### config.mk
export PLATFORM = sky130hd
export DESIGN_NAME = multi_bill
export DESIGN_NICKNAME = d
export VERILOG_FILES = /design/src/rtl/multi_bill.sv
export SDC_FILE = /design/constraint.sdc
export NUM_CORES = 1
export LEC_CHECK = 0
export BUFFER_PORTS_ARGS = -buffer_cell sky130_fd_sc_hd__buf_2
export CORE_MARGIN = 5
export CORE_UTILIZATION = 50
export CTS_CLUSTER_DIAMETER = 60
export CTS_CLUSTER_SIZE = 24
export DETAILED_ROUTE_END_ITERATION = 10
export PLACE_DENSITY = 0.75
export SYNTH_ARGS = -nofsm -noshare
export SYNTH_HDL_FRONTEND = slang
export SYNTH_SLANG_ARGS = --single-unit
### constraint.sdc
create_clock -name clk -period 7.02 [get_ports clk]
set_clock_uncertainty 0.05 [all_clocks]
set_input_delay 2.106 -clock clk [delete_from_list [all_inputs] [get_ports clk]]
set_output_delay 2.106 -clock clk [all_outputs]
set_load 0.05 [all_outputs]
### src/rtl/multi_bill.sv
`default_nettype none
// ============================================================================
//  Module   : multi_bill
//  Purpose  : Multi-mode laundry billing controller. While waiting for
//             payment it alternates the card balance and the selected price
//             on the display and counts down a payment window. A payment
//             charges the card in signed BCD. An expired window either fines
//             the account every second (FINE) or releases the laundry
//             directly.
//  Options  : `define MULTI_BILL_FINE_EN enables the FINE state. Without it,
//             expiry goes straight to RELEASE and the fine port is ignored.
//  Ports    : clk       system clock
//             rst       asynchronous active-low reset
//             on        power enable, low freezes all state
//             mode      price index into price_tbl
//             price_tbl packed BCD prices, entry k at [k*DIGITS*4 +: DIGITS*4]
//             fine      BCD fine charged per second in FINE
//             bal       BCD card balance
//             pay       single-cycle payment confirm
//             take      single-cycle laundry-taken pulse
//             disp      BCD magnitude shown on the display
//             neg       sign of disp, 1 = debt
//             state_o   one-hot {RELEASE, PAID, WAIT_PAY}, FINE = 000
//             wt_bar    thermometer of remaining payment seconds
//             buzz_en   buzzer enable
//             next      one-cycle pulse on entering RELEASE
//  Revision : 1.0  initial release
// ============================================================================
module multi_bill #(
   parameter int DIGITS        = 3,
   parameter int MODE_W        = 2,
   parameter int TICKS_PER_SEC = 100000000,
   parameter int PAY_SECS      = 8
) (
   input  logic                              clk,
   input  logic                              rst,
   input  logic                              on,
   input  logic [MODE_W-1:0]                 mode,
   input  logic [(2**MODE_W)*DIGITS*4-1:0]   price_tbl,
   input  logic [DIGITS*4-1:0]               fine,
   input  logic [DIGITS*4-1:0]               bal,
   input  logic                              pay,
   input  logic                              take,
   output logic [DIGITS*4-1:0]               disp,
   output logic                              neg,
   output logic [2:0]                        state_o,
   output logic [PAY_SECS-1:0]               wt_bar,
   output logic                              buzz_en,
   output logic                              next
);

   localparam int c_w      = DIGITS * 4;
   localparam int c_modes  = 2 ** MODE_W;
   localparam int c_tick_w = (TICKS_PER_SEC > 1) ? $clog2(TICKS_PER_SEC) : 1;
   localparam int c_rot_w  = (DIGITS > 1) ? $clog2(DIGITS) : 1;
   localparam logic [c_tick_w-1:0] c_tick_max = c_tick_w'(TICKS_PER_SEC - 1);
   localparam logic [c_rot_w-1:0]  c_rot_max  = c_rot_w'(DIGITS - 1);
   localparam logic [c_w-1:0]      c_all9     = {DIGITS{4'h9}};
   localparam logic [c_w-1:0]      c_blank    = {DIGITS{4'hB}};

   typedef enum logic [1:0] {S_WAIT, S_PAID, S_FINE, S_REL} state_t;

   state_t                r_state, w_state_nxt;
   logic [c_tick_w-1:0]   r_tick_cnt;
   logic [3:0]            r_rem, w_rem_nxt;
   logic                  r_show_price, w_show_nxt;
   logic                  r_acct_neg, w_acct_neg_nxt;
   logic [c_w-1:0]        r_acct_mag, w_acct_mag_nxt;
   logic [c_rot_w-1:0]    r_rot, w_rot_nxt;
   logic                  r_expired, w_expired_nxt;
   logic                  r_first, w_first_nxt;
   logic                  r_live;   // low until the first enabled clock after reset
   logic                  w_tick;
   logic [c_w-1:0]        w_price;
   logic [c_w:0]          w_pay_res;
   logic [c_w:0]          w_fine_res;
   logic [PAY_SECS-1:0]   w_therm;
   logic [c_w-1:0]        w_rot_disp;

   // ---------------- BCD helpers ----------------
   function automatic logic [c_w:0] f_add(input logic [c_w-1:0] a, input logic [c_w-1:0] b);
      logic [c_w-1:0] s;
      logic           c;
      logic [4:0]     t;
      s = '0;
      c = 1'b0;
      for (int i = 0; i < DIGITS; i++) begin
         t = {1'b0, a[i*4 +: 4]} + {1'b0, b[i*4 +: 4]} + {4'd0, c};
         if (t > 5'd9) begin
            t = t + 5'd6;
            c = 1'b1;
         end else begin
            c = 1'b0;
         end
         s[i*4 +: 4] = t[3:0];
      end
      return {c, s};
   endfunction

   // a - b, caller guarantees a >= b
   function automatic logic [c_w-1:0] f_sub(input logic [c_w-1:0] a, input logic [c_w-1:0] b);
      logic [c_w-1:0] d;
      logic           br;
      logic [4:0]     t;
      d  = '0;
      br = 1'b0;
      for (int i = 0; i < DIGITS; i++) begin
         t = {1'b0, a[i*4 +: 4]} - {1'b0, b[i*4 +: 4]} - {4'd0, br};
         if (t[4]) begin
            t  = t + 5'd10;
            br = 1'b1;
         end else begin
            br = 1'b0;
         end
         d[i*4 +: 4] = t[3:0];
      end
      return d;
   endfunction

   // Sign-magnitude (sgn,mag) - x, returns {neg, magnitude}; magnitude
   // saturates at all nines, an exact zero is always positive.
   function automatic logic [c_w:0] f_ssub(input logic sgn, input logic [c_w-1:0] mag,
                                           input logic [c_w-1:0] x);
      logic [c_w:0] s;
      if (sgn) begin
         s = f_add(mag, x);
         return s[c_w] ? {1'b1, c_all9} : {1'b1, s[c_w-1:0]};
      end else if (mag >= x) begin
         return {1'b0, f_sub(mag, x)};
      end else begin
         return {1'b1, f_sub(x, mag)};
      end
   endfunction

   // ---------------- datapath helpers ----------------
   always_comb begin
      w_price = '0;
      for (int k = 0; k < c_modes; k++) begin
         if (mode == MODE_W'(k)) w_price = price_tbl[k*c_w +: c_w];
      end
   end

   always_comb begin
      w_therm = '0;
      for (int i = 0; i < PAY_SECS; i++) w_therm[i] = (i < int'(r_rem));
   end

   always_comb begin
      w_rot_disp = c_blank;
      for (int d = 0; d < DIGITS; d++) begin
         if (r_rot == c_rot_w'(d)) w_rot_disp[d*4 +: 4] = 4'h8;
      end
   end

   assign w_tick     = (r_tick_cnt == c_tick_max);
   assign w_pay_res  = f_ssub(r_state == S_WAIT ? 1'b0 : r_acct_neg,
                              r_state == S_WAIT ? bal  : r_acct_mag, w_price);

`ifdef MULTI_BILL_FINE_EN
   assign w_fine_res = f_ssub(r_acct_neg, r_acct_mag, fine);
`else
   logic w_unused_fine;
   assign w_unused_fine = ^fine;
   assign w_fine_res    = {r_acct_neg, r_acct_mag};
`endif

   // ---------------- next-state logic ----------------
   always_comb begin
      w_state_nxt    = r_state;
      w_rem_nxt      = r_rem;
      w_show_nxt     = r_show_price;
      w_acct_neg_nxt = r_acct_neg;
      w_acct_mag_nxt = r_acct_mag;
      w_rot_nxt      = r_rot;
      w_expired_nxt  = r_expired;
      w_first_nxt    = 1'b0;
      unique case (r_state)
         S_WAIT: begin
            // payment takes priority over a simultaneous expiry
            if (pay) begin
               w_state_nxt    = S_PAID;
               w_acct_neg_nxt = w_pay_res[c_w];
               w_acct_mag_nxt = w_pay_res[c_w-1:0];
            end else if (w_tick) begin
               w_rem_nxt  = r_rem - 4'd1;
               w_show_nxt = ~r_show_price;
               if (r_rem <= 4'd1) begin
                  w_expired_nxt  = 1'b1;
                  w_acct_neg_nxt = 1'b0;
                  w_acct_mag_nxt = bal;
`ifdef MULTI_BILL_FINE_EN
                  w_state_nxt    = S_FINE;
`else
                  w_state_nxt    = S_REL;
                  w_first_nxt    = 1'b1;
`endif
               end
            end
         end
         S_PAID: begin
            if (take) begin
               w_state_nxt = S_REL;
               w_first_nxt = 1'b1;
            end
         end
         S_FINE: begin
            if (pay) begin
               w_state_nxt    = S_PAID;
               w_acct_neg_nxt = w_pay_res[c_w];
               w_acct_mag_nxt = w_pay_res[c_w-1:0];
            end else if (w_tick) begin
               w_acct_neg_nxt = w_fine_res[c_w];
               w_acct_mag_nxt = w_fine_res[c_w-1:0];
            end
         end
         default: begin // S_REL: rotate the marker digit once per second
            if (w_tick) w_rot_nxt = (r_rot == c_rot_max) ? '0 : r_rot + 1'b1;
         end
      endcase
   end

   // ---------------- state registers ----------------
   always_ff @(posedge clk or negedge rst) begin
      if (!rst) begin
         r_state      <= S_WAIT;
         r_tick_cnt   <= '0;
         r_rem        <= 4'(PAY_SECS);
         r_show_price <= 1'b0;
         r_acct_neg   <= 1'b0;
         r_acct_mag   <= '0;
         r_rot        <= '0;
         r_expired    <= 1'b0;
         r_first      <= 1'b0;
         r_live       <= 1'b0;
      end else if (on) begin
         r_state      <= w_state_nxt;
         r_tick_cnt   <= (w_state_nxt != r_state || w_tick) ? '0 : r_tick_cnt + 1'b1;
         r_rem        <= w_rem_nxt;
         r_show_price <= w_show_nxt;
         r_acct_neg   <= w_acct_neg_nxt;
         r_acct_mag   <= w_acct_mag_nxt;
         r_rot        <= w_rot_nxt;
         r_expired    <= w_expired_nxt;
         r_first      <= w_first_nxt;
         r_live       <= 1'b1;
      end
   end

   // ---------------- outputs ----------------
   always_comb begin
      unique case (r_state)
         S_WAIT:  state_o = 3'b001;
         S_PAID:  state_o = 3'b010;
         S_REL:   state_o = 3'b100;
         default: state_o = 3'b000;
      endcase
   end

   always_comb begin
      disp    = c_blank;
      neg     = 1'b0;
      buzz_en = 1'b0;
      next    = 1'b0;
      wt_bar  = '1;
      if (r_live) begin
         unique case (r_state)
            S_WAIT: begin
               buzz_en = 1'b1;
               disp    = r_show_price ? w_price : bal;
               wt_bar  = w_therm;
            end
            S_PAID: begin
               disp   = r_acct_mag;
               neg    = r_acct_neg;
               wt_bar = r_expired ? '0 : '1;
            end
            S_FINE: begin
               disp   = r_acct_mag;
               neg    = r_acct_neg;
               wt_bar = '0;
            end
            default: begin
               disp   = w_rot_disp;
               next   = r_first;
               wt_bar = r_expired ? '0 : '1;
            end
         endcase
      end
   end

endmodule
`default_nettype wire
==> metrics.txt <==
Max Slew Vio Count 0; die width 119 um; drt wl/cell 16.9 um; fin nets 968; fill count 990; die height 119 um; PortBufs 92; hold buffer count at CTS 0; Final Cycle Share 99.8%; Worst Setup End Kind flip-flop; status finished, final reports clean; CTS tree yes; initial antenna violation count 1; Synth Area per Inst 8.89 um2; Synth Instances 674; RR Endpoint r_acct_mag[10]; area of the die 14300 um2; number of synthesized flops with an enable pin 0; Top Ports 105; # rows 40; Final Setup Violations 0; Worst Hold Depth 1; fin area 7430 um2; first-pass GRT wire length 27.1 mm; Clock Root Buffer clkbuf_16; hpwl dp 12.8 mm; Worst Max-Slew Pin Slew 0.788 ns; CTS Sinks 52; Critical Path AT 7.12 ns; utilization after layout 62.6%; FF-to-FF Start r_state[1]; antenna cells 0; Num CTS Buffers 5; RSZ-0062 raised after global routing true; RePlAce Congestion 0.874; CP top delay family adder cells; area leader, netlist dfrtp_1; sequential fraction of the synthesis area 21.7%; Slew Limit Headroom 47.5%; minimum clock period 7.00 ns; H-tree depth 2; synth unique cells 70; Layout Cells excl Fill 963; Mapped Area 5990 um2; WP data required 7.14 ns; Initial DRC Count 418; post-synth top area share 21.3%; Routed Wire Length 16.3 mm; ys flop type dfrtp_1; Setup Crit Path Kind in -> reg; pin count of the biggest net entering global routing 53; layout cells sized above 1 32.1%; net count after synthesis 827; Core ar. 11900 um2; Hold/Removal Path Class reg -> reg; clock-pin transition on the worst setup and hold timing paths 0.07 ns; CTS Buffer Depth 2; CP Launch Type primary input; routed vias/inst 5.75; hold slack 0.422 ns; Vias 5536; DRC Markers 0; Endpoint, Worst Hold r_expired; antenna-violating nets left 0; synth top area cells dfrtp_1 21%, ha_1 12%, fa_1 5.7%; Area growth syn-to-layout 24.0%; max_cap viols 0; Clock Latency Late Sink 0.29 ns; Yosys Warn Count 0; residual overflow from global routing 0; Placed Cells 939; buffers plus inverters on the worst setup path 4; vias in the first global route 5657; Peak Freq 0.143 GHz; synthesized flop and latch total 52; Area after DPL 7040 um2; CP max stage delay 0.57 ns; most frequent CP cell fa_2; critical path fanouts, max 4; 1st-pass router iterations 5; final hold vios 0; reg-to-reg slack, setup 0.93 ns; Hold Startpoint r_expired; cell count of the worst reg-to-reg path 25; GRT Resource Usage Total 22.7%; initial core utilization 50.5%; Synth async-reset ratio 100%; CP max-delay cell mux4_2
-- cells in the mapped netlist, types with 3 or more instances --
cell / count
mux2i_1: 25
xnor2_1: 30
clkbuf_1: 13
a31oi_1: 6
xor2_1: 24
o221ai_1: 4
nand2_1: 38
a211oi_1: 6
nand2b_1: 11
nor2b_1: 12
a21o_1: 7
ha_1: 57
buf_1: 3
nor3b_1: 4
o21bai_1: 5
inv_1: 60
mux4_2: 12
nor3_1: 12
o21ai_0: 39
dfrtp_1: 51
fa_1: 17
or3_1: 8
nand3_1: 23
and3_1: 11
o31ai_1: 3
nor2_1: 59
and2_1: 7
a21oi_1: 33
o21ai_1: 4
or2_2: 5
nand4_1: 4
buf_6: 3
buf_2: 4
mux2_2: 18
a221oi_1: 8
a211o_1: 3
-- worst max path at each step --
stage | from | end | slack (ns) | depth (start not counted)
after global placement | mode[0] | r_acct_mag[10] | -0.38 | 25
after detailed placement | mode[0] | r_acct_mag[10] | -0.51 | 24
final | mode[0] | r_acct_mag[10] | 0.02 | 25
after CTS | mode[0] | r_acct_mag[10] | -0.03 | 25
after floorplan | mode[0] | r_acct_mag[10] | -0.18 | 24
after global routing | mode[0] | r_acct_mag[10] | -0.14 | 24
-- routing by layer --
layer / up-vias / routed length, um / global-route usage (%)
li1: 2645 / - / -
met4: 2 / 331 / 6.16
met2: 184 / 7840 / 37.9
met1: 2679 / 7180 / 30.6
met5: - / 13 / 0
met3: 26 / 884 / 3.63
-- worst register-to-register path: stages (launching register included) --
cell and delay (ns):
dfrtp_1 0.47, inv_1 0.14, ha_1 0.43, mux2_2 0.47
ha_4 0.19, fa_2 0.36, nor3_1 0.15, a211o_1 0.17
fa_2 0.23, inv_2 0.05, fa_2 0.35, nand2b_1 0.10
a21oi_2 0.07, xnor2_2 0.18, inv_1 0.08, fa_2 0.41
fa_2 0.38, nor2b_4 0.14, or2_4 0.27, ha_4 0.24
mux2i_1 0.14, a2bb2oi_1 0.17, o211ai_1 0.11, mux2_4 0.30
a221oi_2 0.23, nor3_1 0.08
-- per-stage QoR --
step | TNS, ns | worst slack (ns)
6_report | 0 | 0.0162
5_1_grt | -0.390 | -0.143
4_1_cts | -0.0308 | -0.0308
3_5_place_dp | -3.71 | -0.514
3_3_place_gp | -2.63 | -0.384
2_1_floorplan | -0.668 | -0.179
-- cell usage in the layout, fill, tap and decap left out, drive strengths merged, types with 5 or more instances in the layout --
| master | netlist | final |
|---|---|---|
| mux4 | 12 | 12 |
| nand2b | 12 | 12 |
| mux2i | 25 | 25 |
| mux2 | 18 | 18 |
| a31oi | 6 | 6 |
| a211oi | 7 | 7 |
| and2 | 7 | 7 |
| xor2 | 24 | 24 |
| a221oi | 10 | 10 |
| dfrtp | 51 | 51 |
| nand2 | 38 | 38 |
| a21oi | 34 | 34 |
| nor3 | 15 | 15 |
| fa | 17 | 17 |
| nor2b | 12 | 12 |
| or2 | 8 | 8 |
| nor2 | 60 | 60 |
| nand4 | 5 | 5 |
| ha | 57 | 57 |
| and3 | 11 | 11 |
| a21o | 7 | 7 |
| inv | 60 | 60 |
| nand3 | 23 | 23 |
| o21ai | 45 | 45 |
| or3 | 8 | 8 |
| xnor2 | 30 | 30 |
| clkbuf | 13 | 8 |
| o21bai | 5 | 5 |
| buf | 12 | 159 |
-- kinds of logic (layout without fill, tap and decap cells) --
group,after synthesis,after routing,synth area share [%]
buffers and inverters,86,228,5.97
adder cells (fa/ha/maj),74,74,17.6
AND/OR/NAND/NOR,211,211,18.4
flip-flops,52,52,21.7
XOR/XNOR,54,54,7.89
AO/OA/AOI/OAI,142,142,16.4
multiplexers,55,55,12.1
-- timing repair --
item,CTS,global route
gates resized for setup,5,21
endpoints found under the setup margin,7,11
setup buffers,4,12
pin swaps,8,23
-- area by class of cell --
cell class | instances | area [um2] | area share (%)
Clock buffer | 8 | 146 | 1.97
Timing Repair Buffer | 159 | 997 | 13.4
Inverter | 61 | 231 | 3.12
Multi-Input combinational cell | 536 | 4570 | 61.5
Sequential cell | 52 | 1300 | 17.5
Tap cell | 147 | 184 | 2.48
-- sequential cells by signal, indices dropped and copies added (netlist names) --
signal        cells
r_tick_cnt       27
r_expired         1
r_state           2
r_acct_neg        1
r_live            1
r_show_price      1
r_rem             4
r_rot             2
r_first           1
r_acct_mag       12
Power is left out: the tool's default activity adds up to more than one toggle a clock period on the data nets, which glitch-free logic cannot reach.
